`config.mk`:
```
export PLATFORM = sky130hd
export DESIGN_NAME = work_arbiter
export DESIGN_NICKNAME = d
export VERILOG_FILES = /design/src/rtl/work_arbiter.sv
export SDC_FILE = /design/constraint.sdc
export NUM_CORES = 1
export LEC_CHECK = 0
export ABC_AREA = 1
export CORE_MARGIN = 2
export CORE_UTILIZATION = 53
export DETAILED_ROUTE_END_ITERATION = 6
export GPL_TIMING_DRIVEN = 0
export HOLD_SLACK_MARGIN = 0.02
export PLACE_DENSITY = 0.8
export SYNTH_ARGS = -nofsm -noshare
export SYNTH_HDL_FRONTEND = slang
export SYNTH_SLANG_ARGS = --single-unit
```
`constraint.sdc`:
```
create_clock -name clk -period 4.2 [get_ports clk]
set_input_delay 1.05 -clock clk [delete_from_list [all_inputs] [get_ports clk]]
set_output_delay 1.05 -clock clk [all_outputs]
set_load 0.03 [all_outputs]
```
`src/rtl/work_arbiter.sv`:
```
// Round-robin arbiter sharing one worker engine among N_REQ requesters.
// Optional job watchdog is built in when WORK_ARB_TIMEOUT_EN is defined.
module work_arbiter #(
    parameter int N_REQ       = 4,
    parameter int TIMEOUT_CYC = 255
) (
    input  logic             clk,
    input  logic             rstn,
    input  logic [N_REQ-1:0] req,
    output logic [N_REQ-1:0] grant,
    output logic             work_begin,
    input  logic             work_end,
    output logic [N_REQ-1:0] done,
    output logic             busy
`ifdef WORK_ARB_TIMEOUT_EN
    ,
    output logic             timeout
`endif
);

    localparam int IDX_W = $clog2(N_REQ);

    typedef enum logic [3:0] {
        IDLE  = 4'h1,
        GRANT = 4'h2,
        WORK  = 4'h4,
        DONE  = 4'h8
    } state_t;

    if (N_REQ < 2 || N_REQ > 16 || TIMEOUT_CYC < 1) begin : g_param_check
        $error("work_arbiter: N_REQ must be 2..16 and TIMEOUT_CYC at least 1");
    end

    state_t           state, state_nxt;
    logic [IDX_W-1:0] ptr, winner, pick;
    logic             pick_vld;
    logic             expired;

    // First set request at or after ptr, wrapping past the top index.
    always_comb begin
        int               idx;
        logic [IDX_W-1:0] idx_c;
        // NOTE: every variable gets a default first so no path leaves it unassigned and infers a latch.
        pick     = '0;
        pick_vld = 1'b0;
        idx      = 0;
        idx_c    = '0;
        for (int i = 0; i < N_REQ; i++) begin
            idx = int'(ptr) + i;
            if (idx >= N_REQ) idx = idx - N_REQ;
            idx_c = IDX_W'(idx);
            if (!pick_vld && req[idx_c]) begin
                pick_vld = 1'b1;
                pick     = idx_c;
            end
        end
    end

`ifdef WORK_ARB_TIMEOUT_EN
    localparam int CNT_W = $clog2(TIMEOUT_CYC + 1);

    logic [CNT_W-1:0] cnt;
    logic             timed_out;

    // cnt counts finished WORK cycles, so the limit fires at the end of cycle TIMEOUT_CYC.
    assign expired = (cnt == CNT_W'(TIMEOUT_CYC - 1));

    always_ff @(posedge clk or negedge rstn) begin
        if (!rstn) begin
            cnt       <= '0;
            timed_out <= 1'b0;
        end else if (state == GRANT) begin
            cnt       <= '0;
            timed_out <= 1'b0;
        end else if (state == WORK) begin
            cnt       <= cnt + 1'b1;
            timed_out <= expired && !work_end;
        end
    end

    assign timeout = (state == DONE) && timed_out;
`else
    assign expired = 1'b0;
`endif

    always_comb begin
        state_nxt  = state;
        grant      = '0;
        done       = '0;
        work_begin = 1'b0;
        busy       = 1'b1;
        case (state)
            IDLE: begin
                busy = 1'b0;
                if (pick_vld) state_nxt = GRANT;
            end
            GRANT: begin
                grant[winner] = 1'b1;
                work_begin    = 1'b1;
                state_nxt     = WORK;
            end
            WORK: begin
                grant[winner] = 1'b1;
                if (work_end || expired) state_nxt = DONE;
            end
            DONE: begin
                grant[winner] = 1'b1;
                done[winner]  = 1'b1;
                state_nxt     = IDLE;
            end
            default: state_nxt = IDLE;
        endcase
    end

    // NOTE: state registers use non-blocking assignments so every flop samples pre-edge values.
    always_ff @(posedge clk or negedge rstn) begin
        if (!rstn) begin
            state  <= IDLE;
            ptr    <= '0;
            winner <= '0;
        end else begin
            state <= state_nxt;
            if (state == IDLE && pick_vld) winner <= pick;
            if (state == DONE) ptr <= (winner == IDX_W'(N_REQ - 1)) ? '0 : winner + 1'b1;
        end
    end

endmodule
```
==> results of run 1 <==
-- cells in the mapped netlist --
master / instances
ha_1: 4
dfrtp_1: 7
nor2_4: 1
buf_6: 2
inv_2: 3
nand2_4: 4
dfstp_2: 1
a21boi_0: 1
nor3_1: 2
nand4_1: 1
inv_1: 23
o21ai_0: 7
nand2_1: 39
nor2_1: 9
nand2_2: 10
nand3_1: 14
nand3_2: 1
o22ai_1: 1
a21oi_1: 1
-- final cells by class --
type / instances / area (µm²) / area share, %
multi-input combinational: 95 / 499 / 48.6
timing repair buffer: 16 / 160 / 15.6
inverter: 26 / 97.6 / 9.50
tap: 16 / 20.0 / 1.95
sequential: 8 / 201 / 19.6
buffer: 2 / 22.5 / 2.19
clock buffer: 4 / 26.3 / 2.56
-- cells by family after synthesis --
kind of cell,synth area share [%]
AO/OA/AOI/OAI,6.55
adder cells (fa/ha/maj),6.10
buffers and inverters,14.6
flip-flops,24.5
AND/OR/NAND/NOR,48.2
-- metrics by stage --
stage | hold WS, ps | cells | setup slack (ps) | total power, mW
floorplan | 497 | 131 | 1350 | 0.557
CTS | 550 | 167 | 751 | 0.751
finish | 544 | 167 | 740 | 0.753
global route | 580 | 167 | 523 | 0.837
global placement | 528 | 163 | 1070 | 0.662
detailed placement | 534 | 163 | 1050 | 0.682
-- per-layer routing --
| layer | part of all wire (%) | wire, µm | global-route usage (%) |
|---|---|---|---|
| met1 | 44 | 831 | 32.0 |
| met3 | 6.8 | 128 | 5.42 |
| met2 | 47 | 894 | 39.4 |
| met4 | 1.9 | 36 | 7.27 |
| met5 | 0 | 0 | 0 |
-- power by group --
group          internal (mW)  switching, mW
clock network         0.0366         0.0315
logic                  0.193          0.348
registers              0.114         0.0305
total                  0.344          0.410
-- sequential cells by signal, indices dropped and copies added, names as in the netlist --
signal / cells
state: 4
winner: 2
ptr: 2
-- how the worst min path moves through the flow --
| stage | slack (ps) | start | endpoint | cells past startpoint |
|---|---|---|---|---|
| detailed placement | 530 | winner[1] | winner[1] | 2 |
| global placement | 530 | winner[1] | winner[1] | 2 |
| global route | 580 | winner[1] | winner[1] | 2 |
| floorplan | 500 | winner[1] | winner[1] | 2 |
| finish | 540 | winner[1] | winner[1] | 2 |
| CTS | 550 | winner[1] | winner[1] | 2 |
-- worst reg2reg max path, cell delays in order, from the launching register on --
cell	delay, ps
dfrtp_1	410
inv_2	90
buf_6	140
nand2_1	80
nand3_1	120
nand2_2	90
nor2_4	170
nand3_2	140
nand2_4	110
nor2_1	40
nand2_1	50
nand2_1	40
==> summary.txt, run 1 <==
STA
  – TNS Setup: 0 ps
  – Fin crit share: 82.4%
  – Rel. slew slack: 65.7%
  – Unrepaired setup endpoints after global routing: false
  – Clock Skews: 7.60 ps
  – Final Setup Violations: 0
  – Final slew viol count: 0
  – Endpoints failing hold: 0
  – Min cycle time layout: 3460 ps
  – Worst-Margin Slew: 511 ps
  – FMAX: 289 MHz

Setup path
  – Cell mode on critical path: inv_1
  – R2R depth: 11
  – Largest delay share family, worst path: buffers and inverters
  – CP required: 3150 ps
  – Worst setup EP type: output pin
  – Critical path startpoint: state[1]
  – CP Depth: 8
  – Worst r2r dst: winner[0]
  – Crit-path max cell delay: 660 ps
  – CP startpoint kind: register
  – CP Cell Sequence: nor2_1, inv_1, nor3_1, inv_1, nand3_1, nand2_1, inv_1, clkdlybuf4s50_1
  – Worst Setup EP: grant[2]
  – CP arrival: 2410 ps
  – Worst Path Buf+Inv: 4
  – Critical path type: register to output pin
  – CP Max Fanout: 5
  – Crit-path slowest cell: clkdlybuf4s50_1
  – R2R setup slack: 2620 ps
  – Worst r2r src: ptr[0]

Finish
  – Most common cell after layout, fill and taps aside: nand2_1
  – Area Growth Syn to Fin: 25.2%
  – Most frequent cells in the layout: nand2_1 (39), inv_1 (23), clkdlybuf4s50_1 (16)
  – Fillers: 128
  – Layout cells sized above 1: 16.6%
  – Util after Layout: 69.8%
  – Antenna diodes: 0
  – Final instance area: 1030 µm²
  – Nets: 163

Placement
  – Port bufs: 16
  – Placement Cell Area: 1000 µm²
  – HPWL Detailed: 1530 µm
  – Placer Congestion: 0.892

Clock network
  – # clock sinks: 8
  – TritonCTS clock tree: built
  – CTS Buf Count: 3
  – Post-cts hold buffer count: 0
  – Clock transition at path regs: 70 ps
  – H-tree depth: 1
  – Post-CTS setup buffers: 0
  – Worst skew pair latency: 260 ps
  – Post-CTS sizing: 0
  – Clock buffer depth: 2
  – Root Driver: clkbuf_4

Route
  – DRT iter0 DRCs: 24
  – Post-DR wirelength/cell: 11.3 µm
  – Final ANT Viol Nets: 0
  – Pre-antenna DRT Iters: 4
  – Routed WL: 1890 µm
  – Drt drc: 0
  – Vias: 833
  – Post-DR vias/cell: 4.99

Synthesis
  – Syn Inst Count: 131
  – Sequential area share after synthesis: 24.5%
  – Cell area after synthesis: 821 µm²
  – Avg Cell Area, Syn: 6.27 µm²
  – Synth area leaders: dfrtp_1 (21%), nand2_1 (18%), inv_1 (11%)
  – Synth Register Bits: 8
  – Post-synth net total: 142
  – Yosys top cell by area: dfrtp_1
  – Yosys warning count: 0
  – Post-synth cell types: 19
  – Area share of the largest cell type after synthesis: 21.3%

Outcome
  – Status: complete, no violations

Floorplanning
  – IO Pins: 17
  – Core area: 1470 µm²
  – FP Rows: 14
  – DIE AREA: 1880 µm²
  – Die height: 43.4 µm
  – Initial Utilization: 55.8%
  – Die Wd: 43.4 µm

GRT
  – All-layer global routing usage: 24.1%
  – Largest net degree at the start of global routing: 11
  – Initial antenna violation count: 0
  – First-pass GRT wire length: 3460 µm
  – Vias in the first global route: 845
  – Grt total ovfl: 0

Run
  – Max-cap violation count: 0

Power
  – Worst VDD drop: 0.000413 V
  – Cell Pwr Density: 733 nW/µm²
  – Pleak: 0.565 nW

Hold path
  – Hold crit path type: register to register
No activity file was read; power rests on OpenSTA's default activity.
==> run 2: changes to the inputs <==
--- a/config.mk
+++ b/config.mk
@@ -7,11 +7,11 @@
 export LEC_CHECK = 0
 export ABC_AREA = 1
 export CORE_MARGIN = 2
-export CORE_UTILIZATION = 53
+export CORE_UTILIZATION = 50
 export DETAILED_ROUTE_END_ITERATION = 6
 export GPL_TIMING_DRIVEN = 0
 export HOLD_SLACK_MARGIN = 0.02
-export PLACE_DENSITY = 0.8
+export PLACE_DENSITY = 0.76
 export SYNTH_ARGS = -nofsm -noshare
 export SYNTH_HDL_FRONTEND = slang
 export SYNTH_SLANG_ARGS = --single-unit
==> constraint.sdc (replaced) <==
create_clock -name clk -period 3.3 [get_ports clk]
set_input_delay 0.825 -clock clk [delete_from_list [all_inputs] [get_ports clk]]
set_output_delay 0.825 -clock clk [all_outputs]
set_load 0.03 [all_outputs]
==> run 2 against run 1 <==
  * Clock power increased by 22%
  * Final area up 0.49%
  * Global-route usage fell by 4.4 points
  * Via count did not move
  * Clock skew is 1.8 ps higher
  * Sequential share of layout area fell by 0.095 points
  * Worst hold slack improved by 7.3 ps
  * Critical path type unchanged
  * Largest power group unchanged
==> summary.txt, run 2 (synthesis results as in run 1) <==
GRT
  – Initial antenna violation count: 0
  – First-pass GRT wire length: 2930 µm
  – Grt total ovfl: 0
  – Vias in the first global route: 711
  – All-layer global routing usage: 19.7%
  – Largest net degree at the start of global routing: 11

Power
  – Worst VDD drop: 0.000500 V
  – Pleak: 0.566 nW
  – Cell Pwr Density: 919 nW/µm²
  – Total power: 949 µW

Clock network
  – Post-cts hold buffer count: 0
  – TritonCTS clock tree: built
  – Post-CTS setup buffers: 0
  – Worst skew pair latency: 260 ps
  – Root Driver: clkbuf_4
  – Clock transition at path regs: 60 ps
  – # clock sinks: 8
  – CTS Buf Count: 3
  – Clock buffer depth: 2
  – H-tree depth: 1

Setup path
  – Critical path startpoint: state[1]
  – Cell mode on critical path: inv_1
  – Crit-path slowest cell: clkdlybuf4s50_1
  – CP arrival: 2190 ps
  – CP startpoint kind: register
  – R2R setup slack: 1770 ps
  – Crit-path max cell delay: 670 ps
  – Worst setup EP type: output pin
  – R2R depth: 11
  – Critical path type: register to output pin
  – CP Max Fanout: 5
  – CP required: 2470 ps
  – CP Cell Sequence: nor2_1, inv_1, nor3_2, inv_1, nand3_1, nand2_1, inv_1, clkdlybuf4s50_1
  – Worst r2r dst: winner[1]
  – Worst r2r src: ptr[0]

Placement
  – Port bufs: 16
  – HPWL Detailed: 1480 µm
  – Placer Congestion: 0.846
  – Dpl cells: 163

Hold path
  – Worst Hold End: winner[1]
  – Hold path start: winner[1]
  – Hold Crit Depth: 2
  – Hold crit path type: register to register

Floorplanning
  – FP Rows: 14
  – Initial Utilization: 53.9%
  – Core area: 1520 µm²
  – IO Pins: 17
  – Die Wd: 44.5 µm
  – DIE AREA: 1980 µm²
  – Die height: 44.5 µm

STA
  – TNS Setup: 0 ps
  – Min cycle time layout: 3010 ps
  – Fin crit share: 91.3%
  – Unrepaired setup endpoints after global routing: false
  – Rel. slew slack: 73.5%
  – Worst-Margin Slew: 397 ps
  – Clock Skews: 9.38 ps
  – FMAX: 332 MHz
  – Final slew viol count: 0
  – Endpoints failing hold: 0
  – Final Setup Violations: 0

Outcome
  – Status: complete, no violations

Route
  – Post-DR wirelength/cell: 10.7 µm
  – Post-DR vias/cell: 4.99
  – Routed WL: 1780 µm
  – Final ANT Viol Nets: 0
  – Pre-antenna DRT Iters: 4
  – Drt drc: 0
  – Vias: 833
  – DRT iter0 DRCs: 15

Run
  – Max-cap violation count: 0

Finish
  – Antenna diodes: 0
  – Most frequent cells in the layout: nand2_1 (39), inv_1 (23), clkdlybuf4s50_1 (16)
  – Final Instance Count excl. Fillers: 167
  – Largest register FFs: 4
  – Fillers: 154
  – Multi-input logic area: 504 µm²
  – Register area: 201 µm²
  – Most common cell after layout, fill and taps aside: nand2_1
  – Area Growth Syn to Fin: 25.8%
  – Layout cells sized above 1: 17.2%
  – Nets: 163
  – Biggest regs: state: 4 flops, ptr: 2 flops, winner: 2 flops
  – Reg with most FFs: state
  – Util after Layout: 67.7%
[run 2: repair_timing]
item | CTS | global route
hold endpoints to repair | 0 | 0
gates resized for setup | 0 | 1
endpoints found under the setup margin | 0 | 4
[run 2: layer usage]
layer	vias up	part of all wire, %	GRT usage (%)
met1	375	50	27.8
met4	0	0.90	3.64
met5	-	0	0
li1	440	-	-
met3	2	2.7	4.90
met2	16	46	30.7
[run 2: stage by stage]
stage | cell area, µm² | worst slack (ps) | hold WS, ps
floorplan | 821 | 671 | 497
global placement | 1000 | 400 | 534
detailed placement | 1000 | 367 | 532
CTS | 1030 | 78.7 | 550
global route | 1030 | 75.9 | 573
finish | 1030 | 287 | 551
[run 2: layout make-up]
class / count / share of cell area [%]
Multi-Input combinational cell: 95 / 48.8
Sequential cell: 8 / 19.5
Timing Repair Buffer: 16 / 15.5
Inverter: 26 / 9.45
Clock buffer: 4 / 2.55
Buffer: 2 / 2.18
Tap cell: 16 / 1.94
[run 2: how the worst max path moves through the flow]
stage	endpoint	cells after the start
after CTS	grant[3]	8
after floorplan	grant[0]	7
after detailed placement	grant[3]	8
final	grant[3]	8
after global placement	grant[3]	8
after global routing	grant[3]	8
[run 2: worst max-delay path, delay by kind of cell, from the launching register on]
family	cells	cell delay (ps)
buf+inv	4	940
flops	1	390
simple gates	4	590
[run 2: where the power goes]
part | total, mW | leakage (nW) | switching [mW] | internal [mW]
clock | 0.0830 | 0.0150 | 0.0366 | 0.0464
combinational | 0.680 | 0.449 | 0.433 | 0.247
sequential | 0.186 | 0.102 | 0.0407 | 0.145
total | 0.949 | 0.566 | 0.511 | 0.438
